[src/rtl/paralelo_serie.sv]
// Parallel-to-serial stage: WIDTH-bit words out MSB first, with an idle/comma
// word whenever no payload is accepted and a fixed idle lead-in after reset.
module paralelo_serie #(
    parameter int              WIDTH     = 8,
    parameter logic [WIDTH-1:0] IDLE_BYTE = WIDTH'(8'hBC),
    parameter int              LEAD_IDLE = 4
) (
    input  logic             clk,
    input  logic             rst,
    input  logic             enb,
    input  logic [WIDTH-1:0] dataIn,
    input  logic             validIn,
    output logic             readyOut,
    output logic             serialOut,
    output logic             byteStrobe,
    output logic             sendingData
);

    localparam int CW = (WIDTH > 2) ? $clog2(WIDTH) : 1;
    localparam int IW = (LEAD_IDLE > 1) ? $clog2(LEAD_IDLE + 1) : 1;
    localparam logic [CW-1:0] LAST_BIT  = CW'(WIDTH - 1);
    localparam logic [IW-1:0] LAST_IDLE = IW'(LEAD_IDLE - 1);

    typedef enum logic {LEAD, ACTIVE} state_t;

    state_t           state_q,    state_d;
    logic [WIDTH-1:0] shreg_q,    shreg_d;
    logic [CW-1:0]    bit_cnt_q,  bit_cnt_d;
    logic [IW-1:0]    idle_cnt_q, idle_cnt_d;
    logic             sending_q,  sending_d;
    logic             ready_q,    ready_d;
    logic             strobe_q,   strobe_d;
    logic             load;

    // Ready and strobe are precomputed from the next-state values so they come
    // straight out of flops yet track bitCnt/state with no extra cycle of lag.
    always_comb begin
        state_d    = state_q;
        shreg_d    = shreg_q;
        bit_cnt_d  = bit_cnt_q;
        idle_cnt_d = idle_cnt_q;
        sending_d  = sending_q;
        load       = (bit_cnt_q == LAST_BIT);

        if (enb) begin
            if (load) begin
                bit_cnt_d = '0;
                if (state_q == LEAD) begin
                    shreg_d    = IDLE_BYTE;
                    sending_d  = 1'b0;
                    idle_cnt_d = idle_cnt_q + IW'(1);
                    if (idle_cnt_q == LAST_IDLE) begin
                        state_d = ACTIVE;
                    end
                end else if (validIn) begin
                    shreg_d   = dataIn;
                    sending_d = 1'b1;
                end else begin
                    shreg_d   = IDLE_BYTE;
                    sending_d = 1'b0;
                end
            end else begin
                bit_cnt_d = bit_cnt_q + CW'(1);
                shreg_d   = {shreg_q[WIDTH-2:0], 1'b0};
            end
        end

        ready_d  = (state_d == ACTIVE) && (bit_cnt_d == LAST_BIT);
        strobe_d = (bit_cnt_d == '0);
    end

    always_ff @(posedge clk or posedge rst) begin
        if (rst) begin
            state_q    <= LEAD;
            shreg_q    <= '0;
            bit_cnt_q  <= LAST_BIT;
            idle_cnt_q <= '0;
            sending_q  <= 1'b0;
            ready_q    <= 1'b0;
            strobe_q   <= 1'b0;
        end else begin
            state_q    <= state_d;
            shreg_q    <= shreg_d;
            bit_cnt_q  <= bit_cnt_d;
            idle_cnt_q <= idle_cnt_d;
            sending_q  <= sending_d;
            ready_q    <= ready_d;
            strobe_q   <= strobe_d;
        end
    end

    assign serialOut   = shreg_q[WIDTH-1];
    assign readyOut    = ready_q;
    assign byteStrobe  = strobe_q;
    assign sendingData = sending_q;

endmodule

[config.mk]
export PLATFORM = sky130hd
export DESIGN_NAME = paralelo_serie
export DESIGN_NICKNAME = d
export VERILOG_FILES = /design/src/rtl/paralelo_serie.sv
export SDC_FILE = /design/constraint.sdc
export NUM_CORES = 1
export LEC_CHECK = 0
export ABC_AREA = 0
export CAP_MARGIN = 30
export CORE_MARGIN = 2
export CORE_UTILIZATION = 45
export DETAILED_ROUTE_END_ITERATION = 10
export DONT_BUFFER_PORTS = 1
export HOLD_SLACK_MARGIN = 0.1
export PLACE_DENSITY = 0.67
export SYNTH_ARGS = -nofsm -noshare
export SYNTH_HDL_FRONTEND = slang
export SYNTH_SLANG_ARGS = --single-unit
[constraint.sdc]
create_clock -name clk -period 1.87 [get_ports clk]
set_input_delay 0.187 -clock clk [delete_from_list [all_inputs] [get_ports clk]]
set_output_delay 0.187 -clock clk [all_outputs]
set_load 0.03 [all_outputs]
; Yosys cells after proc, flatten, opt, wreduce, memory -nomap -nowiden
; Index checks and enable logic that the tools add are counted.
[op_classes]
order_cmp = 0
div_mod_pow = 0
bitwise = 1
mul = 0
muxes = 11
n_addsub = 2
reduce_logical = 4
n_eq_ne = 3
shifts = 0
[op_table]
columns = operator, count
row1 = $mux W8, 3
row2 = $add A3 B1 Y3 const B, 2
row3 = $eq A3 B3 Y1 const B, 2
row4 = $mux W1, 6
row5 = $mux W3, 2
row6 = $eq A3 B2 Y1 const B, 1
row7 = $logic_not A3 Y1, 1
row8 = $reduce_and A3 Y1, 1
row9 = $reduce_and A2 Y1, 1
row10 = $logic_and A1 B1 Y1, 1
row11 = $not A1 Y1, 1
[totals]
ff_bits = 18
input_bits = 12
rom_bits = 0
mem_count = 0
elab_cells = 28
latchBits = 0
ram_bits = 0

; Logic depth before layout (Yosys ltp)
; Gate-level depths: netlist of the first run.
[depth]
ltp_word = 6
mapped_depth = 6
mapped_depth_nobuf = 5

; Worst setup path before layout of the first run
; Ideal clock, no wire load.
[synth_path]
path_kind = reg-to-reg
from = register bit_cnt_q[0]
to = register idle_cnt_q[1]
setup_time_ns = 0.128
stages_incl_launch_ff = 7
period_less_slack_ns = 1.573
required_time_ns = 1.742
arrival_ns = 1.445
setup_slack_ns = 0.297
path_cell_list = dfstp_2 > ha_1 > ha_1 > buf_6 > nand2_4 > nor2_4 > mux2_1
[synth_via]
elab_chain_len = 2
[synth_rtl]
columns = item, line_no
row1 = from (decl), 28  ; logic [CW-1:0] bit_cnt_q, bit_cnt_d;
row2 = from (signal assigned), 84  ; bit_cnt_q <= bit_cnt_d;
row3 = $eq A3 B3 Y1, 43  ; load = (bit_cnt_q == LAST_BIT);
row4 = $reduce_and A3 Y1 (no source line), -
row5 = to (signal assigned), 85  ; idle_cnt_q <= idle_cnt_d;
row6 = to (decl), 29  ; logic [IW-1:0] idle_cnt_q, idle_cnt_d;
; Every way passes these cells.
; A chain may end at the register's enable or synchronous reset.

; Worst setup path after layout of the first run
; Same ends and word-level chain as after synthesis.

==> results of run 1 <==
==> cell type report <==
| cell class | count | area share |
|---|---|---|
| well taps | 25 | 0.0323 |
| inverters | 8 | 0.0310 |
| flip-flops and latches | 18 | 0.469 |
| clock buffers | 4 | 0.0375 |
| repair buffers | 10 | 0.101 |
| multi-input cells | 36 | 0.329 |
==> cell families (layout without fill, tap and decap cells) <==
logic type,count (synthesis),in the layout,synth area share
adder cells (fa/ha/maj),4,4,0.0602
buffers and inverters,11,22,0.0693
flip-flops,18,18,0.547
AO/OA/AOI/OAI,15,15,0.137
multiplexers,5,5,0.0798
XOR/XNOR,1,1,0.0105
AND/OR/NAND/NOR,11,11,0.0964
==> worst paths after layout <==
kind	to	slack [ns]	from
worst min-delay path	shreg_q[2]$_DFFE_PP0P_	0.12	dataIn[2]
worst min register to register	idle_cnt_q[0]$_DFFE_PP0P_	0.49	idle_cnt_q[0]$_DFFE_PP0P_
min in group asynchronous	byteStrobe$_DFF_PP0_	0.42	rst
worst max register to register	idle_cnt_q[1]$_DFFE_PP0P_	0.16	bit_cnt_q[0]$_DFF_PP1_
max in group asynchronous	idle_cnt_q[1]$_DFFE_PP0P_	1.03	rst
worst max-delay path	idle_cnt_q[1]$_DFFE_PP0P_	0.16	bit_cnt_q[0]$_DFF_PP1_
==> synthesized netlist by cell type (all sizes together) <==
| master | number | area [um^2] |
|---|---|---|
| mux2i | 1 | 10.0 |
| a22o | 1 | 8.76 |
| mux2 | 4 | 56.3 |
| a21o | 1 | 7.51 |
| ha | 4 | 50.1 |
| nor3 | 2 | 15.0 |
| and4 | 1 | 11.3 |
| nand3 | 1 | 10.0 |
| inv | 8 | 30.0 |
| buf | 3 | 27.5 |
| a31o | 1 | 8.76 |
| o21ai | 5 | 25.0 |
| dfrtp | 15 | 375 |
| o221ai | 5 | 43.8 |
| dfstp | 3 | 78.8 |
| xor2 | 1 | 8.76 |
| nor2 | 4 | 25.0 |
| a221o | 2 | 20.0 |
| nand2 | 3 | 18.8 |
==> critical path, cell delays in order (launching register included) <==
cell and delay [ns]:
dfstp_2 0.56, ha_1 0.16, ha_1 0.30, nand2_4 0.10, nor2_4 0.15, mux2_1 0.34
==> state kept, by name, indices dropped and copies added, names as in the netlist <==
register	flops
shreg_q	8
bit_cnt_q	3
idle_cnt_q	3
byteStrobe	1
readyOut	1
sendingData	1
state_q	1
==> repair_timing <==
item                      in CTS  in global routing
hold endpoints to repair      28                  0
buffers inserted               0                  0
hold buffers                   9                  0
gates resized for setup        0                  0
==> per-stage QoR <==
step	util	hold slack, ns	instance area [um^2]	instances
CTS	0.561	0.103	968	101
finish	0.561	0.116	968	101
floorplan	-	0.123	831	65
global route	0.561	0.108	968	101
global placement	0.488	0.207	842	88
detailed placement	0.488	0.209	842	88
==> metal layers <==
layer / vias to the layer above / share of wire / global-route usage
met2: 15 / 0.45 / 0.214
met5: - / 0 / 0
li1: 251 / - / -
met4: 0 / 0.025 / 0.0833
met3: 5 / 0.071 / 0.0731
met1: 247 / 0.46 / 0.176
==> report_power, final <==
| group | switching (W) | total (W) | internal (W) |
|---|---|---|---|
| Sequential | 0.000118 | 0.000669 | 0.000551 |
| Combinational | 0.000200 | 0.000411 | 0.000211 |
| Clock | 0.000115 | 0.000233 | 0.000119 |
==> placed cells by master, fill, tap and decap left out <==
cell / instances
buf_4: 1
a22o_1: 1
mux2_4: 3
nor3_2: 1
clkbuf_8: 1
dfstp_2: 3
ha_1: 4
o21ai_0: 5
nor2_2: 1
nor2_1: 2
a21o_1: 1
nand3_2: 1
dlygate4sd3_1: 9
a221o_1: 2
nand2_4: 1
clkbuf_4: 3
mux2i_1: 1
dfrtp_1: 15
nand2_1: 2
and4_4: 1
o221ai_1: 5
nor2_4: 1
inv_1: 8
nor3_1: 1
xor2_1: 1
a31o_1: 1
mux2_1: 1
==> results_tabular.tex, run 1 <==
\begin{tabular}{lr}
\hline
Metric & Value \\
\hline
\multicolumn{2}{l}{\textbf{Die}} \\
Die Y-Extent & 47.0 um \\
Initial core utilization & 0.481 \\
Core ar. & 0.00173 mm\^{}2 \\
Std cell rows & 15 \\
Die boundary width & 47.0 um \\
Number of top-level design ports & 16 \\
Die Outline Area & 0.00221 mm\^{}2 \\
\multicolumn{2}{l}{\textbf{Power and ir drop}} \\
Leak Pwr & 0.456 nW \\
Total power density per cell area & 1360 mW/mm\^{}2 \\
Peak supply drop & 0.000680 V \\
Post-layout power & 0.00131 W \\
\multicolumn{2}{l}{\textbf{Place}} \\
Port bufs & 0 \\
Final HPWL from detailed placement & 965 um \\
Final RePlAce weighted congestion & 0.706 \\
Dpl ws & 0.191 ns \\
\multicolumn{2}{l}{\textbf{Drt}} \\
Detailed Routing Iterations Pass 1 & 4 \\
Via density & 5.13 \\
Routed WL per cell & 14.4 um \\
Routed vias & 518 \\
First-iteration detailed-routing DRC count & 8 \\
Wire length after detailed routing & 1450 um \\
Residual antenna-violating net count after detailed routing & 0 \\
DRC violation count after routing & 0 \\
\multicolumn{2}{l}{\textbf{Cells and area}} \\
Inserted Diodes & 0 \\
Count of fill cells added during filler insertion & 149 \\
Syn-to-layout area delta & 16.6\% \\
Footprint of the multi-input gates & 319 um\^{}2 \\
Share of cells above drive strength 1 & 0.224 \\
Area of all sequential standard cells & 454 um\^{}2 \\
Total number of nets in the final design & 93 \\
\multicolumn{2}{l}{\textbf{STA}} \\
Setup\_tns & 0 ns \\
Worst Clk Skew & 0.00321 ns \\
Final hold vios & 0 \\
Total setup violations reported at the end of the flow & 0 \\
Shortest period the worst path allows & 1.71 ns \\
Max transition margin & 0.562 \\
Final worst-path cycle share & 0.915 \\
Least-Margin Pin Slew & 0.657 ns \\
Unrepaired setup endpoints after global routing & no \\
Final Max Tran Viols & 0 \\
Highest Clock Rate & 584 MHz \\
Min setup slack post-route & 0.158 ns \\
\multicolumn{2}{l}{\textbf{Clocking}} \\
CTS root buffer & clkbuf\_4 \\
Number of clock buffers inserted by TritonCTS & 3 \\
CTS tree & done \\
Count of clock tree sinks & 18 \\
Clock slew at reported path FFs & 0.10 ns \\
Clock latency reported for the late side of the worst-skew pair & 0.29 ns \\
Number of H-tree levels & 1 \\
Worst-case clock buffer depth & 2 \\
\multicolumn{2}{l}{\textbf{GRT}} \\
GRT Overall Usage & 0.147 \\
Vias in the first global route & 514 \\
Total global routing overflow & 0 \\
Maximum number of pins on one net before global-route repair & 19 \\
Global-route wire length before repair & 2190 um \\
Initial antenna violation count & 0 \\
\multicolumn{2}{l}{\textbf{Worst setup path}} \\
Worst path arrival time & 1.89 ns \\
Kind of start point of the critical path & flop \\
Endpoint class of the critical path & flop \\
Cell count of the worst reg-to-reg path & 5 \\
Data required time at the worst endpoint & 2.05 ns \\
Critical path class & flop to flop \\
Max FO, Critical Path & 5 \\
\multicolumn{2}{l}{\textbf{Synth}} \\
Sequential fraction of the synthesis area & 0.547 \\
Post-synthesis instance area & 831 um\^{}2 \\
Count of distinct cell types in the synthesized netlist & 25 \\
Number of instances in the synthesized netlist & 65 \\
Total of flip-flops plus latches after synthesis & 18 \\
Yosys Warn Count & 0 \\
Synth Net Count & 81 \\
Post-synthesis area per instance & 12.8 um\^{}2 \\
\multicolumn{2}{l}{\textbf{Job}} \\
Number of maximum-capacitance violations & 0 \\
\multicolumn{2}{l}{\textbf{Worst hold path}} \\
Hold Path Stages & 2 \\
Type of the most critical hold path & primary input to flop \\
\multicolumn{2}{l}{\textbf{Run status}} \\
Run status & complete, no violations \\
\hline
\end{tabular}
No activity file was read; power rests on OpenSTA's default activity.
==> run 2: changes to the inputs <==
CORE_UTILIZATION = 62   (was 45)
PLACE_DENSITY = 0.85   (was 0.67)
clock period = 1.98 ns   (was 1.87 ns; I/O delays follow)
==> run 2 against run 1 <==
  * Worst setup slack better by 0.043 ns
  * Final cell count shrank 9.9%
  * First-iteration DRC count up 25%
  * Critical endpoint is now shreg_q[5]$_DFFE_PP0P_
  * Largest cell class unchanged
==> results_tabular.tex, run 2 (synthesis results as in run 1) <==
\begin{tabular}{lr}
\hline
Metric & Value \\
\hline
\multicolumn{2}{l}{\textbf{Power and ir drop}} \\
Total power density per cell area & 1320 mW/mm\^{}2 (-2.5\%) \\
Peak supply drop & 0.000796 V (+17\%) \\
Switching pwr & 0.000431 W (-0.47\%) \\
Power share of the clock group & 0.181 (+0.003) \\
Cell-internal power & 0.000833 W (-5.4\%) \\
Switching share of power & 0.341 (+0.0114) \\
Post-layout power & 0.00126 W (-3.8\%) \\
Sequential cell fraction of total power & 0.503 (-0.006) \\
Leak Pwr & 0.456 nW (unchanged) \\
Logic gate share of total power & 0.316 (+0.003) \\
\multicolumn{2}{l}{\textbf{Place}} \\
Final RePlAce weighted congestion & 0.831 (+18\%) \\
Port bufs & 0 (unchanged) \\
Dpl ws & 0.235 ns (+0.0446 ns) \\
Placed cell count & 78 (-11\%) \\
Final HPWL from detailed placement & 1050 um (+9.1\%) \\
\multicolumn{2}{l}{\textbf{STA}} \\
Total setup violations reported at the end of the flow & 0 (unchanged) \\
Setup\_tns & 0 ns (unchanged) \\
Highest Clock Rate & 562 MHz (-3.7\%) \\
Max transition margin & 0.570 (+0.00855) \\
Worst Clk Skew & 0.00665 ns (+0.00344 ns) \\
Final hold vios & 0 (unchanged) \\
Unrepaired setup endpoints after global routing & no \\
Shortest period the worst path allows & 1.78 ns (+0.0667 ns) \\
Min setup slack post-route & 0.201 ns (+0.0433 ns) \\
Final Max Tran Viols & 0 (unchanged) \\
Final worst-path cycle share & 0.898 (-0.0172) \\
Least-Margin Pin Slew & 0.644 ns (-0.0128 ns) \\
Final Hold Slack & 0.117 ns (+0.000603 ns) \\
\multicolumn{2}{l}{\textbf{Cells and area}} \\
Commonest non-fill, non-tap cells in the layout & dfrtp\_1, dlygate4sd3\_1, inv\_1 \\
Number of cells in the finished layout apart from fillers & 91 (-9.9\%) \\
Number of flip-flops in the largest register & 8 (unchanged) \\
Largest registers & shreg\_q x8, bit\_cnt\_q x3, idle\_cnt\_q x3 \\
Count of fill cells added during filler insertion & 77 (-48\%) \\
Syn-to-layout area delta & 15.1\% \\
Total number of nets in the final design & 93 (unchanged) \\
Largest reg by FF count & shreg\_q \\
Share of cells above drive strength 1 & 0.224 (unchanged) \\
Leading cell type in the layout, fill and taps excluded & dfrtp\_1 \\
Inserted Diodes & 0 (unchanged) \\
\multicolumn{2}{l}{\textbf{Clocking}} \\
Number of clock buffers inserted by TritonCTS & 3 (unchanged) \\
Clock slew at reported path FFs & 0.10 ns (about the same) \\
Number of instances resized during post-cts repair & 0 (unchanged) \\
CTS tree & done \\
\# hold bufs at CTS & 8 (-1) \\
Clock latency reported for the late side of the worst-skew pair & 0.30 ns (about the same) \\
CTS root buffer & clkbuf\_4 \\
Number of H-tree levels & 1 (unchanged) \\
Count of clock tree sinks & 18 (unchanged) \\
Worst-case clock buffer depth & 2 (unchanged) \\
Post CTS Setup Buffer Count & 0 (unchanged) \\
\multicolumn{2}{l}{\textbf{Worst setup path}} \\
Endpoint class of the critical path & flop \\
Kind of start point of the critical path & flop \\
Critical path class & flop to flop \\
Max FO, Critical Path & 8 (+3) \\
Worst path arrival time & 1.93 ns (+0.04 ns) \\
Data required time at the worst endpoint & 2.13 ns (+0.08 ns) \\
\multicolumn{2}{l}{\textbf{Drt}} \\
Routed vias & 522 (+0.77\%) \\
Via density & 5.74 (+12\%) \\
Detailed Routing Iterations Pass 1 & 5 (+1) \\
Residual antenna-violating net count after detailed routing & 0 (unchanged) \\
DRC violation count after routing & 0 (unchanged) \\
First-iteration detailed-routing DRC count & 10 (+2) \\
Wire length after detailed routing & 1580 um (+8.8\%) \\
Routed WL per cell & 17.4 um (+21\%) \\
\multicolumn{2}{l}{\textbf{Die}} \\
Die boundary width & 40.6 um (-14\%) \\
Number of top-level design ports & 16 (unchanged) \\
Initial core utilization & 0.655 (+0.174) \\
Die Y-Extent & 40.6 um (-14\%) \\
Die Outline Area & 0.00165 mm\^{}2 (-25\%) \\
Std cell rows & 13 (-2) \\
Core ar. & 0.00127 mm\^{}2 (-27\%) \\
\multicolumn{2}{l}{\textbf{GRT}} \\
Initial antenna violation count & 0 (unchanged) \\
Global-route wire length before repair & 2440 um (+12\%) \\
Maximum number of pins on one net before global-route repair & 19 (unchanged) \\
Total global routing overflow & 0 (unchanged) \\
GRT Overall Usage & 0.247 (+0.0999) \\
Vias in the first global route & 528 (+2.7\%) \\
\multicolumn{2}{l}{\textbf{Job}} \\
Number of maximum-capacitance violations & 0 (unchanged) \\
\multicolumn{2}{l}{\textbf{Worst hold path}} \\
Type of the most critical hold path & primary input to flop \\
\multicolumn{2}{l}{\textbf{Run status}} \\
Run status & complete, no violations \\
\hline
\end{tabular}
[run 2: cell counts in the layout (fill, tap and decap cells not counted)]
No cell type changed its count.
[run 2: final timing paths]
| check | startpoint | end | slack, ns | cells past startpoint |
|---|---|---|---|---|
| setup / recovery | bit_cnt_q[0]$_DFF_PP1_ | shreg_q[5]$_DFFE_PP0P_ | 0.20 | 6 |
| hold / removal | dataIn[5] | shreg_q[5]$_DFFE_PP0P_ | 0.12 | 2 |
| setup reg to reg | bit_cnt_q[0]$_DFF_PP1_ | shreg_q[5]$_DFFE_PP0P_ | 0.20 | 6 |
| hold reg to reg | idle_cnt_q[0]$_DFFE_PP0P_ | idle_cnt_q[0]$_DFFE_PP0P_ | 0.49 | 1 |
| max in group asynchronous | rst | shreg_q[0]$_DFFE_PP0P_ | 1.12 | 2 |
| min in group asynchronous | rst | shreg_q[4]$_DFFE_PP0P_ | 0.44 | 2 |
[run 2: worst max-delay path, stage by stage, from the launching register on]
cell      delay (ns)
dfstp_2         0.56
ha_1            0.17
ha_1            0.27
buf_4           0.20
nand3_2         0.13
o221ai_1        0.18
o21ai_0         0.13
[run 2: through the flow]
stage                      util  area (um^2)
after floorplan               -          831
after global placement    0.654          830
after detailed placement  0.654          830
after CTS                 0.746          946
after global routing      0.753          956
final                     0.753          956
[run 2: layout make-up]
class	count	area [um^2]	share of cell area
Clock buffer	4	36.3	0.0380
Inverter	8	30.0	0.0314
Multi-Input combinational cell	36	319	0.334
Tap cell	15	18.8	0.0196
Timing Repair Buffer	10	97.6	0.102
Sequential cell	18	454	0.475
[run 2: layer usage]
metal	vias to the layer above	share of wire	GRT usage
li1	251	-	-
met1	257	0.45	0.279
met2	12	0.51	0.409
met3	2	0.032	0.100
met4	0	0.0070	0.100
met5	-	0	0
[run 2: power by group through the flow]
stage | clock network (W) | registers [W] | logic [W]
after global routing | 0.000256 | 0.000649 | 0.000445
after floorplan | 0 | 0.000618 | 0.000318
after detailed placement | 0 | 0.000643 | 0.000380
after CTS | 0.000230 | 0.000636 | 0.000397
final | 0.000228 | 0.000636 | 0.000400
after global placement | 0 | 0.000632 | 0.000345
==> run 3: changes to the inputs <==
CORE_UTILIZATION = 30   (was 62)
PLACE_DENSITY = 0.51   (was 0.85)
==> run 3 against run 2 <==
  * Global-route usage is 14 points lower
  * Wire length is 6.0% lower
  * Clock-buffer cell count stayed put
==> results_tabular.tex, run 3 (synthesis results as in run 1) <==
\begin{tabular}{lr}
\hline
Metric & Value \\
\hline
\multicolumn{2}{l}{\textbf{Run status}} \\
Run status & complete, no violations \\
\multicolumn{2}{l}{\textbf{GRT}} \\
Vias in the first global route & 510 (-3.4\%) \\
Initial antenna violation count & 0 (unchanged) \\
GRT Overall Usage & 0.104 (-0.143) \\
Total global routing overflow & 0 (unchanged) \\
Global-route wire length before repair & 2490 um (+2.0\%) \\
Maximum number of pins on one net before global-route repair & 19 (unchanged) \\
\multicolumn{2}{l}{\textbf{Place}} \\
Dpl ws & 0.262 ns (+0.0269 ns) \\
Port bufs & 0 (unchanged) \\
Final RePlAce weighted congestion & 0.691 (-17\%) \\
Final HPWL from detailed placement & 1060 um (+0.48\%) \\
\multicolumn{2}{l}{\textbf{Worst hold path}} \\
Type of the most critical hold path & primary input to flop \\
\multicolumn{2}{l}{\textbf{Die}} \\
Die Outline Area & 0.00321 mm\^{}2 (+94\%) \\
Std cell rows & 19 (+6) \\
Initial core utilization & 0.309 (-0.346) \\
Core ar. & 0.00269 mm\^{}2 (+110\%) \\
Die boundary width & 56.6 um (+39\%) \\
Number of top-level design ports & 16 (unchanged) \\
Die Y-Extent & 56.6 um (+39\%) \\
\multicolumn{2}{l}{\textbf{Cells and area}} \\
Syn-to-layout area delta & 19.9\% \\
Commonest non-fill, non-tap cells in the layout & dfrtp\_1, dlygate4sd3\_1, inv\_1 \\
Total number of nets in the final design & 95 (+2.2\%) \\
Footprint of the multi-input gates & 319 um\^{}2 (unchanged) \\
Number of flip-flops in the largest register & 8 (unchanged) \\
Share of cells above drive strength 1 & 0.218 (-0.00574) \\
Leading cell type in the layout, fill and taps excluded & dfrtp\_1 \\
Area of all sequential standard cells & 454 um\^{}2 (unchanged) \\
Inserted Diodes & 0 (unchanged) \\
Count of fill cells added during filler insertion & 263 (+240\%) \\
Largest registers & shreg\_q x8, bit\_cnt\_q x3, idle\_cnt\_q x3 \\
Largest reg by FF count & shreg\_q \\
\multicolumn{2}{l}{\textbf{Worst setup path}} \\
Slowest stage cell on the critical path & dfstp\_2 \\
Worst path arrival time & 1.88 ns (-0.05 ns) \\
Kind of start point of the critical path & flop \\
Endpoint class of the critical path & flop \\
Critical path class & flop to flop \\
Dominant delay contributor by cell family on the critical path & flip-flops \\
Data required time at the worst endpoint & 2.16 ns (+0.03 ns) \\
Max FO, Critical Path & 7 (-1) \\
Worst-path cell chain & ha\_1 > ha\_1 > nand2\_4 > nor2\_4 > mux2\_1 \\
Critical path buffer and inverter count & 0 (-1) \\
Biggest cell delay along the critical path & 0.55 ns (about the same) \\
Crit path top cell by count & ha\_1 \\
\multicolumn{2}{l}{\textbf{Clocking}} \\
Count of clock tree sinks & 18 (unchanged) \\
Post CTS Setup Buffer Count & 0 (unchanged) \\
Number of H-tree levels & 1 (unchanged) \\
Clock latency reported for the late side of the worst-skew pair & 0.29 ns (about the same) \\
CTS root buffer & clkbuf\_4 \\
Number of clock buffers inserted by TritonCTS & 3 (unchanged) \\
CTS tree & done \\
Worst-case clock buffer depth & 2 (unchanged) \\
Clock slew at reported path FFs & 0.11 ns (about the same) \\
\multicolumn{2}{l}{\textbf{Drt}} \\
Residual antenna-violating net count after detailed routing & 0 (unchanged) \\
Detailed Routing Iterations Pass 1 & 3 (-2) \\
Wire length after detailed routing & 1490 um (-6.0\%) \\
DRC violation count after routing & 0 (unchanged) \\
Via density & 4.72 (-18\%) \\
Routed WL per cell & 13.6 um (-22\%) \\
Routed vias & 514 (-1.5\%) \\
First-iteration detailed-routing DRC count & 6 (-4) \\
\multicolumn{2}{l}{\textbf{Power and ir drop}} \\
Total power density per cell area & 1240 mW/mm\^{}2 (-6.4\%) \\
Peak supply drop & 0.000453 V (-43\%) \\
Post-layout power & 0.00123 W (-2.5\%) \\
Leak Pwr & 0.464 nW (+1.8\%) \\
\multicolumn{2}{l}{\textbf{STA}} \\
Final Max Tran Viols & 0 (unchanged) \\
Max transition margin & 0.556 (-0.0141) \\
Least-Margin Pin Slew & 0.665 ns (+0.0212 ns) \\
Total setup violations reported at the end of the flow & 0 (unchanged) \\
Min setup slack post-route & 0.282 ns (+0.0804 ns) \\
Shortest period the worst path allows & 1.70 ns (-0.0804 ns) \\
Worst Clk Skew & 0.00890 ns (+0.00225 ns) \\
Unrepaired setup endpoints after global routing & no \\
Highest Clock Rate & 589 MHz (+4.7\%) \\
Final hold vios & 0 (unchanged) \\
Setup\_tns & 0 ns (unchanged) \\
Final worst-path cycle share & 0.858 (-0.0406) \\
\multicolumn{2}{l}{\textbf{Job}} \\
Number of maximum-capacitance violations & 0 (unchanged) \\
\hline
\end{tabular}
[run 3: stage by stage]
stage / hold WS, ns / area (um^2) / util / instances
finish: 0.122 / 996 / 0.371 / 109
global route: 0.126 / 996 / 0.371 / 109
CTS: 0.101 / 976 / 0.363 / 107
detailed placement: 0.224 / 850 / 0.316 / 94
global placement: 0.229 / 850 / 0.316 / 94
floorplan: 0.134 / 831 / - / 65
[run 3: final timing paths]
path	startpoint	to	slack, ns	depth (start not counted)
max	bit_cnt_q[0]$_DFF_PP1_	idle_cnt_q[1]$_DFFE_PP0P_	0.28	5
min	enb	state_q$_DFF_PP0_	0.12	1
max reg2reg	bit_cnt_q[0]$_DFF_PP1_	idle_cnt_q[1]$_DFFE_PP0P_	0.28	5
min reg2reg	idle_cnt_q[0]$_DFFE_PP0P_	idle_cnt_q[0]$_DFFE_PP0P_	0.48	1
max in group asynchronous	rst	state_q$_DFF_PP0_	1.11	2
min in group asynchronous	rst	idle_cnt_q[2]$_DFFE_PP0P_	0.44	2
[run 3: area by class of cell]
class,instances,area share
Sequential cell,18,0.456
Inverter,8,0.0302
Multi-Input combinational cell,36,0.320
Timing Repair Buffer,12,0.118
Tap cell,31,0.0389
Clock buffer,4,0.0364
[run 3: metal layers]
layer / up-vias / part of all wire / GRT usage
li1: 255 / - / -
met4: 0 / 0.011 / 0.0408
met5: - / 0 / 0
met3: 2 / 0.065 / 0.0438
met1: 248 / 0.44 / 0.130
met2: 9 / 0.48 / 0.158
[run 3: repair_timing]
| item | CTS | global route |
|---|---|---|
| resized for setup | 0 | 0 |
| hold endpoints to repair | 24 | 3 |
| hold buffers | 9 | 2 |
[run 3: report_power, final]
group	leakage (nW)	switching (W)	total, W	internal [W]
Sequential	0.227	0.000108	0.000628	0.000520
Combinational	0.216	0.000185	0.000384	0.000199
Clock	0.0210	0.000109	0.000220	0.000112
